### config.mk
export PLATFORM = sky130hd
export DESIGN_NAME = mario_frame_ctrl
export DESIGN_NICKNAME = d
export VERILOG_FILES = /design/src/rtl/mario_frame_ctrl.sv
export SDC_FILE = /design/constraint.sdc
export NUM_CORES = 1
export LEC_CHECK = 0
export CAP_MARGIN = 20
export CORE_MARGIN = 3
export CORE_UTILIZATION = 35
export DETAILED_ROUTE_END_ITERATION = 8
export GPL_TIMING_DRIVEN = 0
export HOLD_SLACK_MARGIN = 0.02
export SLEW_MARGIN = 10
export SYNTH_ARGS = -nofsm -noshare
export SYNTH_HDL_FRONTEND = slang
export SYNTH_SLANG_ARGS = --single-unit
### constraint.sdc
create_clock -name clk -period 2.9 [get_ports clk]
set_input_delay 0.58 -clock clk [delete_from_list [all_inputs] [get_ports clk]]
set_output_delay 0.58 -clock clk [all_outputs]
set_load 0.05 [all_outputs]
### src/rtl/mario_frame_ctrl.sv
// Frame sequencer for the Mario sprite: stage draw, then per frame tick erase -> move -> draw.
// Optional jump physics are compiled in when MARIO_JUMP_EN is defined.
module mario_frame_ctrl #(
  parameter int FRAME_DIV = 833333,
  parameter int SCREEN_W  = 160,
  parameter int SPRITE_W  = 12,
  parameter int GROUND_Y  = 104,
  parameter int START_X   = 8,
  parameter int STEP_X    = 1,
  parameter int JUMP_V    = 6
) (
  input  logic       clk,
  input  logic       resetn,
  input  logic       key_left,
  input  logic       key_right,
  input  logic       key_jump,
  input  logic       done,
  output logic       drStage1,
  output logic       erM,
  output logic       drM,
  output logic [7:0] px,
  output logic [7:0] py,
  output logic       busy
);

  localparam int                CW      = (FRAME_DIV > 1) ? $clog2(FRAME_DIV) : 1;
  localparam logic [CW-1:0]     CNT_MAX = CW'(FRAME_DIV - 1);
  localparam logic signed [8:0] STEP9   = 9'(STEP_X);
  localparam logic signed [8:0] MAX_X9  = 9'(SCREEN_W - SPRITE_W);
  localparam logic [7:0]        GROUND8 = 8'(GROUND_Y);
  localparam logic [7:0]        START8  = 8'(START_X);

  // Two gap states so the single idle cycle after a request knows where to go next.
  typedef enum logic [2:0] {
    S_BKG, S_GAP_BKG, S_DRAW, S_IDLE, S_ERASE, S_GAP_ERASE, S_UPDATE
  } state_t;

  state_t          state, state_n;
  logic [CW-1:0]   cnt;
  logic            tick, pending;
  logic [1:0]      left_q, right_q;
  logic            left_s, right_s;
  logic signed [8:0] x_sum;
  logic [7:0]      px_next, py_next;

  // NOTE: synchroniser flops carry no reset; they only retime the pins and settle in two cycles.
  always_ff @(posedge clk) begin
    left_q  <= {left_q[0], key_left};
    right_q <= {right_q[0], key_right};
  end
  assign left_s  = left_q[1];
  assign right_s = right_q[1];

  assign tick = (cnt == CNT_MAX);

  always_ff @(posedge clk) begin
    if (!resetn) begin
      cnt     <= '0;
      pending <= 1'b0;
    end else begin
      cnt <= tick ? '0 : cnt + 1'b1;
      // A tick wins over the clear so a tick on the accept cycle is not lost.
      if (tick)                 pending <= 1'b1;
      else if (state == S_IDLE) pending <= 1'b0;
    end
  end

  // NOTE: every always_comb output gets a default first so no path can infer a latch.
  always_comb begin
    state_n = state;
    case (state)
      S_BKG:       if (done && drStage1) state_n = S_GAP_BKG;
      S_GAP_BKG:   state_n = S_DRAW;
      S_DRAW:      if (done && drM) state_n = S_IDLE;
      S_IDLE:      if (pending) state_n = S_ERASE;
      S_ERASE:     if (done && erM) state_n = S_GAP_ERASE;
      S_GAP_ERASE: state_n = S_UPDATE;
      S_UPDATE:    state_n = S_DRAW;
      default:     state_n = S_BKG;
    endcase
  end

  // Requests are registered from the next state, so done is only honoured once
  // the request is visible; a stray done right after reset is ignored.
  always_ff @(posedge clk) begin
    if (!resetn) begin
      state    <= S_BKG;
      drStage1 <= 1'b0;
      erM      <= 1'b0;
      drM      <= 1'b0;
      busy     <= 1'b0;
    end else begin
      state    <= state_n;
      drStage1 <= (state_n == S_BKG);
      erM      <= (state_n == S_ERASE);
      drM      <= (state_n == S_DRAW);
      busy     <= (state_n == S_BKG) || (state_n == S_ERASE) || (state_n == S_DRAW);
    end
  end

  always_comb begin
    x_sum = $signed({1'b0, px});
    if (left_s && !right_s)      x_sum = x_sum - STEP9;
    else if (right_s && !left_s) x_sum = x_sum + STEP9;
    if (x_sum[8])               px_next = '0;
    else if (x_sum > MAX_X9)    px_next = MAX_X9[7:0];
    else                        px_next = x_sum[7:0];
  end

`ifdef MARIO_JUMP_EN
  localparam logic signed [5:0] LAUNCH_V = 6'(-JUMP_V);
  localparam logic signed [9:0] GROUND10 = 10'(GROUND_Y);

  logic [1:0]        jump_q;
  logic              jump_s;
  logic signed [5:0] vy, vy_next;
  logic signed [9:0] y_sum;

  always_ff @(posedge clk) jump_q <= {jump_q[0], key_jump};
  assign jump_s = jump_q[1];

  always_comb begin
    py_next = py;
    vy_next = vy;
    y_sum   = $signed({2'b00, py}) + $signed({{4{vy[5]}}, vy});
    if (py == GROUND8 && vy == '0) begin
      if (jump_s) vy_next = LAUNCH_V;
    end else if (y_sum[9]) begin
      py_next = '0;
      vy_next = '0;
    end else if (y_sum >= GROUND10) begin
      py_next = GROUND8;
      vy_next = '0;
    end else begin
      py_next = y_sum[7:0];
      vy_next = vy + 6'sd1;
    end
  end

  always_ff @(posedge clk) begin
    if (!resetn)               vy <= '0;
    else if (state == S_UPDATE) vy <= vy_next;
  end
`else
  logic unused_jump;
  assign unused_jump = key_jump;
  assign py_next     = py;
`endif

  always_ff @(posedge clk) begin
    if (!resetn) begin
      px <= START8;
      py <= GROUND8;
    end else if (state == S_UPDATE) begin
      px <= px_next;
      py <= py_next;
    end
  end

endmodule
==> impl_metrics.py <==
metrics = {
    "floorplanning": {
        "initial_core_util_pct": 37.63,
        "pin_count": 26,
        "rows": 27,
        "chipHeight_um": 84.35,
        "die_area_um2": 7114,
        "fp.coreArea_um2": 5709,
        "die_w_um": 84.35,
    },
    "clock_network": {
        "cts_buffers": 5,
        "clk_latency_ns": 0.29,
        "cts_hold_buf": 0,
        "clockBufferDepth": 2,
        "cts_tree": "yes",
        "htreeDepth": 2,
        "ctsResizeCount": 0,
        "cts_setup_buffers": 0,
        "path_clk_slew_ns": 0.07,
        "cts_sinks": 40,
        "cts-root-buf": "clkbuf_8",
    },
    "timing": {
        "fin_crit_ns": 2.403,
        "worstMarginPinSlew_ns": 0.7455,
        "fin_setup_tns_ns": 0,
        "skew_ns": 0.002944,
        "fin_crit_sh_pct": 82.88,
        "slew_violations": 0,
        "relSlewSlack_pct": 49.92,
        "hold_ws_ns": 0.3319,
        "timing.fmax_mhz": 416.1,
        "rsz0062_at_grt": "false",
        "hold_viol": 0,
        "setup_violations": 0,
    },
    "synth": {
        "synth_cells": 256,
        "ys_warn_count": 0,
        "synthArstFlopShare_pct": 0,
        "synth_flop_cell": "dfxtp_1",
        "yosysTopAreaCellShare_pct": 37.27,
        "synth-edff-count": 0,
        "ys_types": 53,
        "synth-seq-cells": 40,
        "avgSynthCellArea_um2": 8.392,
        "yosysSeqAreaShare_pct": 37.27,
        "synthTopCellsByArea": "dfxtp_1, xor2_1, nor2_1, xnor2_1, nand2_1",
        "syn_area_um2": 2148,
        "synth_top_area_cell": "dfxtp_1",
    },
    "finish": {
        "final_cells": 356,
        "final_nets": 294,
        "diodes": 0,
        "area_growth_pct": 16.71,
        "layout-drive-gt1-share_pct": 9.155,
    },
    "power_and_ir_drop": {
        "vdd_ir_drop_max_mv": 0.2048,
        "fin_total_pwr_mw": 1.076,
        "p_comb_share_pct": 10.5,
        "clkPwrFrac_pct": 36.6,
        "power.density_nw_per_um2": 429.0,
        "switchingPower_mw": 0.2619,
        "switching_share_pct": 24.34,
        "p_int_mw": 0.8139,
        "leakage_nw": 0.9033,
        "p_seq_share_pct": 52.9,
    },
    "worst_hold_path": {
        "hold_path_depth": 0,
        "holdCritPathClass": "reg -> reg",
        "min-delay-start": "right_q[0]",
    },
    "status": {
        "outcome": "complete, no violations",
    },
    "worst_setup_path": {
        "cp_slowest_cell": "or4_4",
        "crit_fanout": 8,
        "r2r_slack_ns": 0.50,
        "timing.rr.start": "px[0]",
        "path_depth": 8,
        "critPathLaunch": "px[0]",
        "crit_arrival_ns": 2.59,
        "reg2reg_depth": 8,
        "criticalPathCategory": "reg -> reg",
        "critPathLaunchType": "register",
        "crit_family": "compound AO/OA/AOI/OAI gates",
        "critPathBufInv": 1,
        "required_ns": 3.09,
        "cp-end-kind": "register",
        "cp_slowest_stage_delay_ns": 0.56,
        "crit_chain": "inv_1, ha_1, o211ai_1, o31ai_1, or4_4, a211oi_4, nor3_1, o21a_1",
    },
    "drt": {
        "topRoutingLayerUsed": "met4",
        "drc_errors": 0,
        "wirelength_met1_um": 2001,
        "ant_nets": 0,
        "dr.pass1.iters": 4,
        "wl_met3_um": 200,
        "vias": 1726,
        "drt-total-wl_um": 3980,
        "dr_wl_met2_um": 1741,
        "drtIter0Drc": 45,
        "wl_per_cell_um": 11.18,
        "viasPerCell": 4.848,
    },
    "global_route": {
        "grt_max_degree": 12,
        "grt_pass1_wl_um": 6920,
        "antenna_found_initial": 0,
        "grt_pass1_vias": 1585,
        "grt_use_total_pct": 11.76,
        "grt_overflow_total": 0,
    },
    "place": {
        "io_buffers": 15,
        "gp_congestion": 0.8589,
        "dp_cells": 349,
        "hpwl_um": 2982,
    },
    "job": {
        "cap_viol_max_count": 0,
    },
}
[placed cells by master, fill, tap and decap left out, types with 4 or more instances in the layout]
| master | n |
|---|---|
| ha_1 | 4 |
| clkbuf_1 | 6 |
| clkbuf_8 | 7 |
| nor2b_1 | 7 |
| nand4_1 | 6 |
| nor3_1 | 7 |
| a31oi_1 | 4 |
| conb_1 | 8 |
| o21a_1 | 5 |
| clkdlybuf4s50_1 | 15 |
| dfxtp_1 | 40 |
| and3_1 | 4 |
| xnor2_1 | 9 |
| inv_1 | 6 |
| nand3_1 | 7 |
| nor2_1 | 36 |
| nand2_1 | 20 |
| and2_1 | 8 |
| o21ai_0 | 6 |
| buf_4 | 8 |
| xor2_1 | 16 |
| a21oi_1 | 4 |
[routing by layer]
layer  global-route usage (%)  vias up
met4                    3.022        0
met3                    4.220        6
met2                    18.36       23
met1                    15.47      774
met5                        0        -
li1                         -      923
[power groups by stage]
stage / logic, mW / registers, mW / clock network (mW)
finish: 0.113 / 0.569 / 0.394
global placement: 0.113 / 0.581 / 0
detailed placement: 0.114 / 0.582 / 0
CTS: 0.114 / 0.569 / 0.415
global route: 0.124 / 0.571 / 0.436
floorplan: 0.0776 / 0.594 / 0
[Yosys cell counts (2+ instances only)]
cell type  instances
nor2_1            36
o211ai_1           2
a21boi_1           2
o21a_1             5
nor3b_1            2
xor2_1            16
o31ai_1            3
nand4b_1           2
buf_2              2
nor2b_1            7
nor4_1             3
o21ai_0            6
a31oi_1            4
nand2_1           20
dfxtp_1           40
buf_4              8
nor3_1             7
xnor2_1            9
a22oi_1            3
nand4_1            6
or3_1              2
nand3_1            7
and2_1             8
conb_1             2
ha_1               4
a21oi_1            4
or4_1              3
inv_1              6
o21ai_1            2
inv_2              2
nand3b_1           2
mux2i_1            2
clkbuf_1           6
and3_1             4
[flip-flops by register name (all words and copies together), names as in the netlist]
register / cells
busy: 1
px: 8
right_q: 2
drM: 1
erM: 1
cnt: 20
state: 3
pending: 1
left_q: 2
drStage1: 1
[logic make-up after synthesis]
logic type	share of synthesized area [%]
muxes	1.456
and+or+nand+nor	28.42
other	0.3496
buffers and inverters	5.882
DFF	37.27
adders and majority gates	2.330
AOI/OAI and AO/OA	14.09
xor gates and xnor gates	10.19
[area by class of cell]
cell class	instances	area, µm²
buffer	17	96.34
clock buffer	7	96.34
fill	601	3202
inverter	8	30.03
multi-input combinational	197	1244
sequential	40	800.8
tap	72	90.09
timing repair buffer	15	150.1
[metrics by stage]
| stage | cell area, µm² | utilization, % | worst slack (ns) |
|---|---|---|---|
| 2_1_floorplan | 2171 | - | 0.3464 |
| 3_3_place_gp | 2411 | 42.23 | 0.5124 |
| 3_5_place_dp | 2411 | 42.23 | 0.4986 |
| 4_1_cts | 2507 | 43.92 | 0.4924 |
| 5_1_grt | 2507 | 43.92 | 0.2888 |
| 6_report | 2507 | 43.92 | 0.4966 |
[worst paths after layout]
path                                    to
worst min-delay path            right_q[1]
worst max register to register       px[4]
worst min register to register  right_q[1]
worst max-delay path                 px[4]
No activity file was read; power rests on OpenSTA's default activity.
